==> src/rtl/gpio_bank.sv <==
// gpio_bank: register-mapped GPIO bank with input synchroniser and bus read/write port.
// Edge-interrupt logic (IRQ_EN/IRQ_STAT, irq) is built only when GPIO_BANK_IRQ_EN is defined.
module gpio_bank #(
   parameter int WIDTH       = 8,
   parameter int SYNC_STAGES = 2
) (
   input  logic             clk,
   input  logic             rst_n,
   input  logic [2:0]       bus_addr,
   input  logic [WIDTH-1:0] bus_wdata,
   input  logic             bus_we,
   input  logic             bus_re,
   output logic [WIDTH-1:0] bus_rdata,
   output logic             bus_rvalid,
   input  logic [WIDTH-1:0] pin_in,
   output logic [WIDTH-1:0] pin_out,
   output logic [WIDTH-1:0] pin_oe,
   output logic             irq
);
   localparam logic [2:0] A_OUT = 3'd0, A_DIR = 3'd1, A_IN = 3'd2, A_SET = 3'd3,
                          A_CLR = 3'd4, A_TGL = 3'd5, A_IEN = 3'd6, A_IST = 3'd7;
   logic [WIDTH-1:0] out_q, dir_q, out_d, rd_val, in_val;
   logic [WIDTH-1:0] sync_q [SYNC_STAGES];
   assign in_val  = sync_q[SYNC_STAGES-1];
   assign pin_out = out_q;
   assign pin_oe  = dir_q;
   always_ff @(posedge clk) begin
      if (!rst_n) begin
         for (int i = 0; i < SYNC_STAGES; i++) sync_q[i] <= '0;
      end else begin
         sync_q[0] <= pin_in;
         for (int i = 1; i < SYNC_STAGES; i++) sync_q[i] <= sync_q[i-1];
      end
   end
   always_comb begin
      out_d = out_q;
      if (bus_we) begin
         case (bus_addr)
            A_OUT:   out_d = bus_wdata;
            A_SET:   out_d = out_q | bus_wdata;
            A_CLR:   out_d = out_q & ~bus_wdata;
            A_TGL:   out_d = out_q ^ bus_wdata;
            default: out_d = out_q;
         endcase
      end
   end
`ifdef GPIO_BANK_IRQ_EN
   logic [WIDTH-1:0] en_q, stat_q, prev_q, rise, w1c;
   logic [SYNC_STAGES:0] arm_q;
   // Edge detection stays disarmed until the chain holds real pad samples after reset.
   assign rise = in_val & ~prev_q & {WIDTH{arm_q[SYNC_STAGES]}};
   assign w1c  = (bus_we && bus_addr == A_IST) ? bus_wdata : '0;
   assign irq  = |(stat_q & en_q);
   always_ff @(posedge clk) begin
      if (!rst_n) begin
         en_q   <= '0;
         stat_q <= '0;
         prev_q <= '0;
         arm_q  <= '0;
      end else begin
         prev_q <= in_val;
         arm_q  <= {arm_q[SYNC_STAGES-1:0], 1'b1};
         if (bus_we && bus_addr == A_IEN) en_q <= bus_wdata;
         stat_q <= (stat_q & ~w1c) | rise;
      end
   end
`else
   assign irq = 1'b0;
`endif
   always_comb begin
      rd_val = '0;
      case (bus_addr)
         A_OUT:   rd_val = out_q;
         A_DIR:   rd_val = dir_q;
         A_IN:    rd_val = in_val;
`ifdef GPIO_BANK_IRQ_EN
         A_IEN:   rd_val = en_q;
         A_IST:   rd_val = stat_q;
`endif
         default: rd_val = '0;
      endcase
   end
   always_ff @(posedge clk) begin
      if (!rst_n) begin
         out_q      <= '0;
         dir_q      <= '0;
         bus_rdata  <= '0;
         bus_rvalid <= 1'b0;
      end else begin
         out_q      <= out_d;
         bus_rvalid <= bus_re;
         if (bus_we && bus_addr == A_DIR) dir_q <= bus_wdata;
         if (bus_re) bus_rdata <= rd_val;
      end
   end
endmodule
==> config.mk <==
export PLATFORM = sky130hd
export DESIGN_NAME = gpio_bank
export DESIGN_NICKNAME = d
export VERILOG_FILES = /design/src/rtl/gpio_bank.sv
export SDC_FILE = /design/constraint.sdc
export NUM_CORES = 1
export LEC_CHECK = 0
export ABC_AREA = 1
export CAP_MARGIN = 20
export CORE_MARGIN = 2
export CORE_UTILIZATION = 45
export DETAILED_ROUTE_END_ITERATION = 7
export GPL_TIMING_DRIVEN = 0
export PLACE_DENSITY_LB_ADDON = 0.08
export SLEW_MARGIN = 30
export SYNTH_ARGS = -nofsm -noshare
export SYNTH_HDL_FRONTEND = slang
export SYNTH_SLANG_ARGS = --single-unit
==> constraint.sdc <==
create_clock -name clk -period 1.05 [get_ports clk]
set_clock_uncertainty 0.05 [all_clocks]
set_input_delay 0.1575 -clock clk [delete_from_list [all_inputs] [get_ports clk]]
set_output_delay 0.1575 -clock clk [all_outputs]
set_load 0.005 [all_outputs]
; Word-level counts from Yosys, hierarchy flattened
; Memories as Yosys holds them, arrays and structs flattened.
; Cells that the tools add are included.
[op_classes]
mux = 6
reduce_logical = 4
bitwise = 6
n_eq_ne = 5
[op_table]
columns = operator, n
row1 = $pmux W8 S4, 1
row2 = $pmux W8 S3, 1
row3 = $mux W8, 2
row4 = $and A8 B8 Y8, 1
row5 = $not A8 Y8, 1
row6 = $or A8 B8 Y8, 1
row7 = $xor A8 B8 Y8, 1
row8 = $eq A3 B2 Y1 const B, 2
row9 = $eq A3 B3 Y1 const B, 2
row10 = $reduce_bool A4 Y1, 1
row11 = $eq A3 B1 Y1 const B, 1
row12 = $logic_not A3 Y1, 1
row13 = $mux W1, 2
row14 = $or A1 B1 Y1, 2
row15 = $reduce_and A2 Y1, 1
row16 = $logic_and A1 B1 Y1, 1
[totals]
ramBits = 16
memories = 1
regBits = 25
in_bits = 23
[mem_list]
columns = memory, depth, word_bits, read_ports, rd_ports_with_merged_regs, write_ports, line
row1 = sync_q, 2, 8, 2, 0, 2, 23  ; logic [WIDTH-1:0] sync_q [SYNC_STAGES];

; Longest topological paths before layout
[depth]
ltp_word = 3
mapped_depth = 9
mapped_depth_nobuf = 9

; Worst setup path after synthesis
; OpenSTA, ideal clock, no wires.
[synth_path]
kind = register to register
start = register out_q[1], in the netlist pin_out[1]
end = register out_q[1], in the netlist pin_out[1]
required_time_ps = 891
setup_ps = 109
stages_incl_launch_ff = 9
n_path_buf = 0
arrival_time_ps = 1037
path_slack_ps = -146
cell_sequence = dfxtp_1 -> inv_1 -> ha_1 -> nand4_1 -> nand2_1 -> nor2_1 -> nand3_1 -> nand2_1 -> inv_1
[synth_between]
elab_chain_len = 2
elab_cells_between_ends = 4
classes_between = mux (1) / bitwise (3)
[synth_rtl]
columns = item, line
row1 = from (decl), 22  ; logic [WIDTH-1:0] out_q, dir_q, out_d, rd_val, in_val;
row2 = from (signal assigned), 90  ; out_q <= out_d;
row3 = "$xor A8 B8 Y8, or another cell as far along", 42  ; A_TGL: out_d = out_q ^ bus_wdata;
row4 = $pmux W8 S4 (*), 38  ; case (bus_addr)
; Every way passes the cells marked *; elsewhere a longest branch is shown, timed or not.
; A chain may end at the register's enable or synchronous reset.

; Worst setup path after layout
[layout_path]
start = register out_q[7], in the netlist pin_out[7]
end = register out_q[7], in the netlist pin_out[7]
; Same word-level chain as after synthesis.

==> impl_metrics.toml <==
[place]
hpwl_microns = 4170
gp_congestion = 0.870
place_ws_ns = -0.729
placed_cell_area_sq_um = 2880
port_buffers = 44

[layout]
antenna-diode-count = 0
area_growth_pct = 53.4
drive_above_1_share = 0.388
multi_input_area_sq_um = 1280
fin_nets = 431
seqCellArea_sq_um = 871
final_design_area_no_fill_sq_um = 3400
fillers = 376

[cts]
cts_tree = "built"
cts_buffer_depth = 2
cts.sinks = 41
insertion_delay_ns = 0.29
cts_buffers = 5
cts.reportedPaths.clkPinSlew_ns = 0.08
htree_levels = 2
ctsHoldBuffers = 0
cts_root_buf = "clkbuf_8"

[timing]
period_minus_slack_ns = 1.24
rsz0062_at_grt = "true"
finalSetupViolations = 14
finalMaxSlewViolations = 0
hold_ws_ns = 0.123
report.final.hold_viol_count = 0
setup_slack_ns = -0.193
finalCritPeriodShare = 1.18
max_freq_mhz = 804

[floorplanning]
num_rows = 25
core_area_sq_um = 4720
pin_count = 49
start_util = 0.469
die_x_microns = 74.2
die_h_microns = 74.2
die_area_sq_um = 5500

[grt]
grt_pass1_wl_microns = 10100
grt_use_total = 0.241
grt_antenna_before_repair = 0
overflow = 0
first_global_vias = 2330
grt_max_degree = 13

[critical_path]
path_max_fanout = 3
crit_path_frequent_cell = "nand2_1"
start_kind = "flop"
worstPathBufferInverterCount = 3
worstPathCellList = "buf_6 > inv_4 > ha_4 > nand4_1 > nand2_1 > nor2_1 > nand3_1 > nand2_1 > inv_1"
critPathSlowestCell = "dfxtp_4"
path_delay_family = "simple AND/OR/NAND/NOR gates"
slowest_delay_ns = 0.35
crit_required_ns = 1.19
path_class = "reg -> reg"
cp-end-kind = "flop"
critPathArrivalTime_ns = 1.39

[drt]
wl_microns = 6250
first_pass_iters = 5
vias_per_cell = 5.06
wl_per_cell_microns = 13.6
route.antenna.remaining_nets = 0
drc = 0
vias = 2322
drt_iter0_markers = 149

[run]
max_cap_viol_count = 0

[run_status]
violations = "negative setup slack"
status = "complete, but fails checks"

[yosys]
synth_nets = 342
ys_types = 27
synth.area.top_cells = "dfxtp_1 37%, nand2_1 12%, ha_1 9.0%, nand3_1 8.4%, inv_1 7.8%"
synthFlopType = "dfxtp_1"
async_flop_share = 0
ys_seq_elements = 41
synth.most_common_cell = "nand2_1"
synth_area_sq_um = 2220
synth_edf_count = 0
avgSynthCellArea_sq_um = 7.32
syn_inst = 303
synth_top_cell_area_share = 0.370
ys_warn_count = 0
yosysSeqAreaShare = 0.370
yosys.area.top_type = "dfxtp_1"
synthTopCellsByCount = "71 x nand2_1, 46 x inv_1, 41 x dfxtp_1"

[power_and_ir_drop]
power_mw = 3.73
cellPowerDensity_nw_per_um2 = 1100
peakVddDrop_mv = 0.894
power_leakage_nw = 1.71

[hold_path]
hold_path_class = "in -> reg"
## routing by layer
layer	track usage	wire, microns
met2	0.438	3160
met5	0	0
met1	0.281	2600
met3	0.0393	358
met4	0.0970	129
## metrics by stage
step,utilization,TNS (ns),instances
after floorplan,-,-0.156,303
after global placement,0.610,-16.07,414
after detailed placement,0.610,-16.75,414
after CTS,0.712,-1.14,456
after global routing,0.720,-2.35,459
final,0.720,-1.30,459
## power breakdown
| group | switching (mW) | internal [mW] |
|---|---|---|
| clock | 0.531 | 0.691 |
| sequential | 0.0439 | 1.62 |
| combinational | 0.433 | 0.410 |
## path summary, 6_finish.rpt
| check | start | end | slack [ns] | cells after the start |
|---|---|---|---|---|
| max | pin_out[7]$_SDFFE_PN0P_ | pin_out[7]$_SDFFE_PN0P_ | -0.19 | 9 |
| min reg2reg | sync_q[0][5]$_SDFF_PN0_ | sync_q[0][13]$_SDFF_PN0_ | 0.36 | 2 |
| min | rst_n | pin_oe[4]$_SDFFE_PN0P_ | 0.12 | 3 |
| max reg2reg | pin_out[7]$_SDFFE_PN0P_ | pin_out[7]$_SDFFE_PN0P_ | -0.19 | 9 |
## flip-flops by register name, indices dropped and copies added (netlist names)
signal and flops:
sync_q 16, pin_oe 8, bus_rdata 8, pin_out 8
bus_rvalid 1
## worst reg2reg max path: stages (launching register included)
cell,delay (ns)
dfxtp_4,0.35
buf_6,0.12
inv_4,0.05
ha_4,0.18
nand4_1,0.07
nand2_1,0.07
nor2_1,0.09
nand3_1,0.07
nand2_1,0.06
inv_1,0.04
## area by class of cell
class | count | area share
Buffer | 14 | 0.0331
Clock inverter | 2 | 0.0103
Clock buffer | 5 | 0.0202
Sequential cell | 41 | 0.256
Timing Repair Buffer | 82 | 0.213
Inverter | 51 | 0.0666
Multi-Input combinational cell | 197 | 0.376
Tap cell | 67 | 0.0247
## layout by cell type (no fill, tap or decap), drive strengths merged
cell,n
o21ai,8
clkinv,3
dlymetal6s2s,1
clkdlybuf4s15,12
a21oi,22
buf,54
dlygate4sd2,3
dfxtp,41
clkbuf,18
ha,16
inv,49
clkdlybuf4s50,13
nor2,20
nand2,73
bufinv,1
nor3,2
nand4,15
conb,1
nand3,40
## logic make-up (layout without fill, tap and decap cells)
group / Yosys count / count (layout) / synth area share
and+or+nand+nor: 150 / 150 / 0.332
buffers and inverters: 65 / 154 / 0.131
DFF: 41 / 41 / 0.370
AOI/OAI and AO/OA: 30 / 30 / 0.0745
adders and majority gates: 16 / 16 / 0.0903
other: 1 / 1 / 0.00169
## what timing repair did
item	in CTS	in global routing
pin swaps	23	13
gates resized for setup	117	31
endpoints found under the setup margin	49	37
buffers inserted	35	4
gates cloned	0	1
No activity file was read; power rests on OpenSTA's default activity.
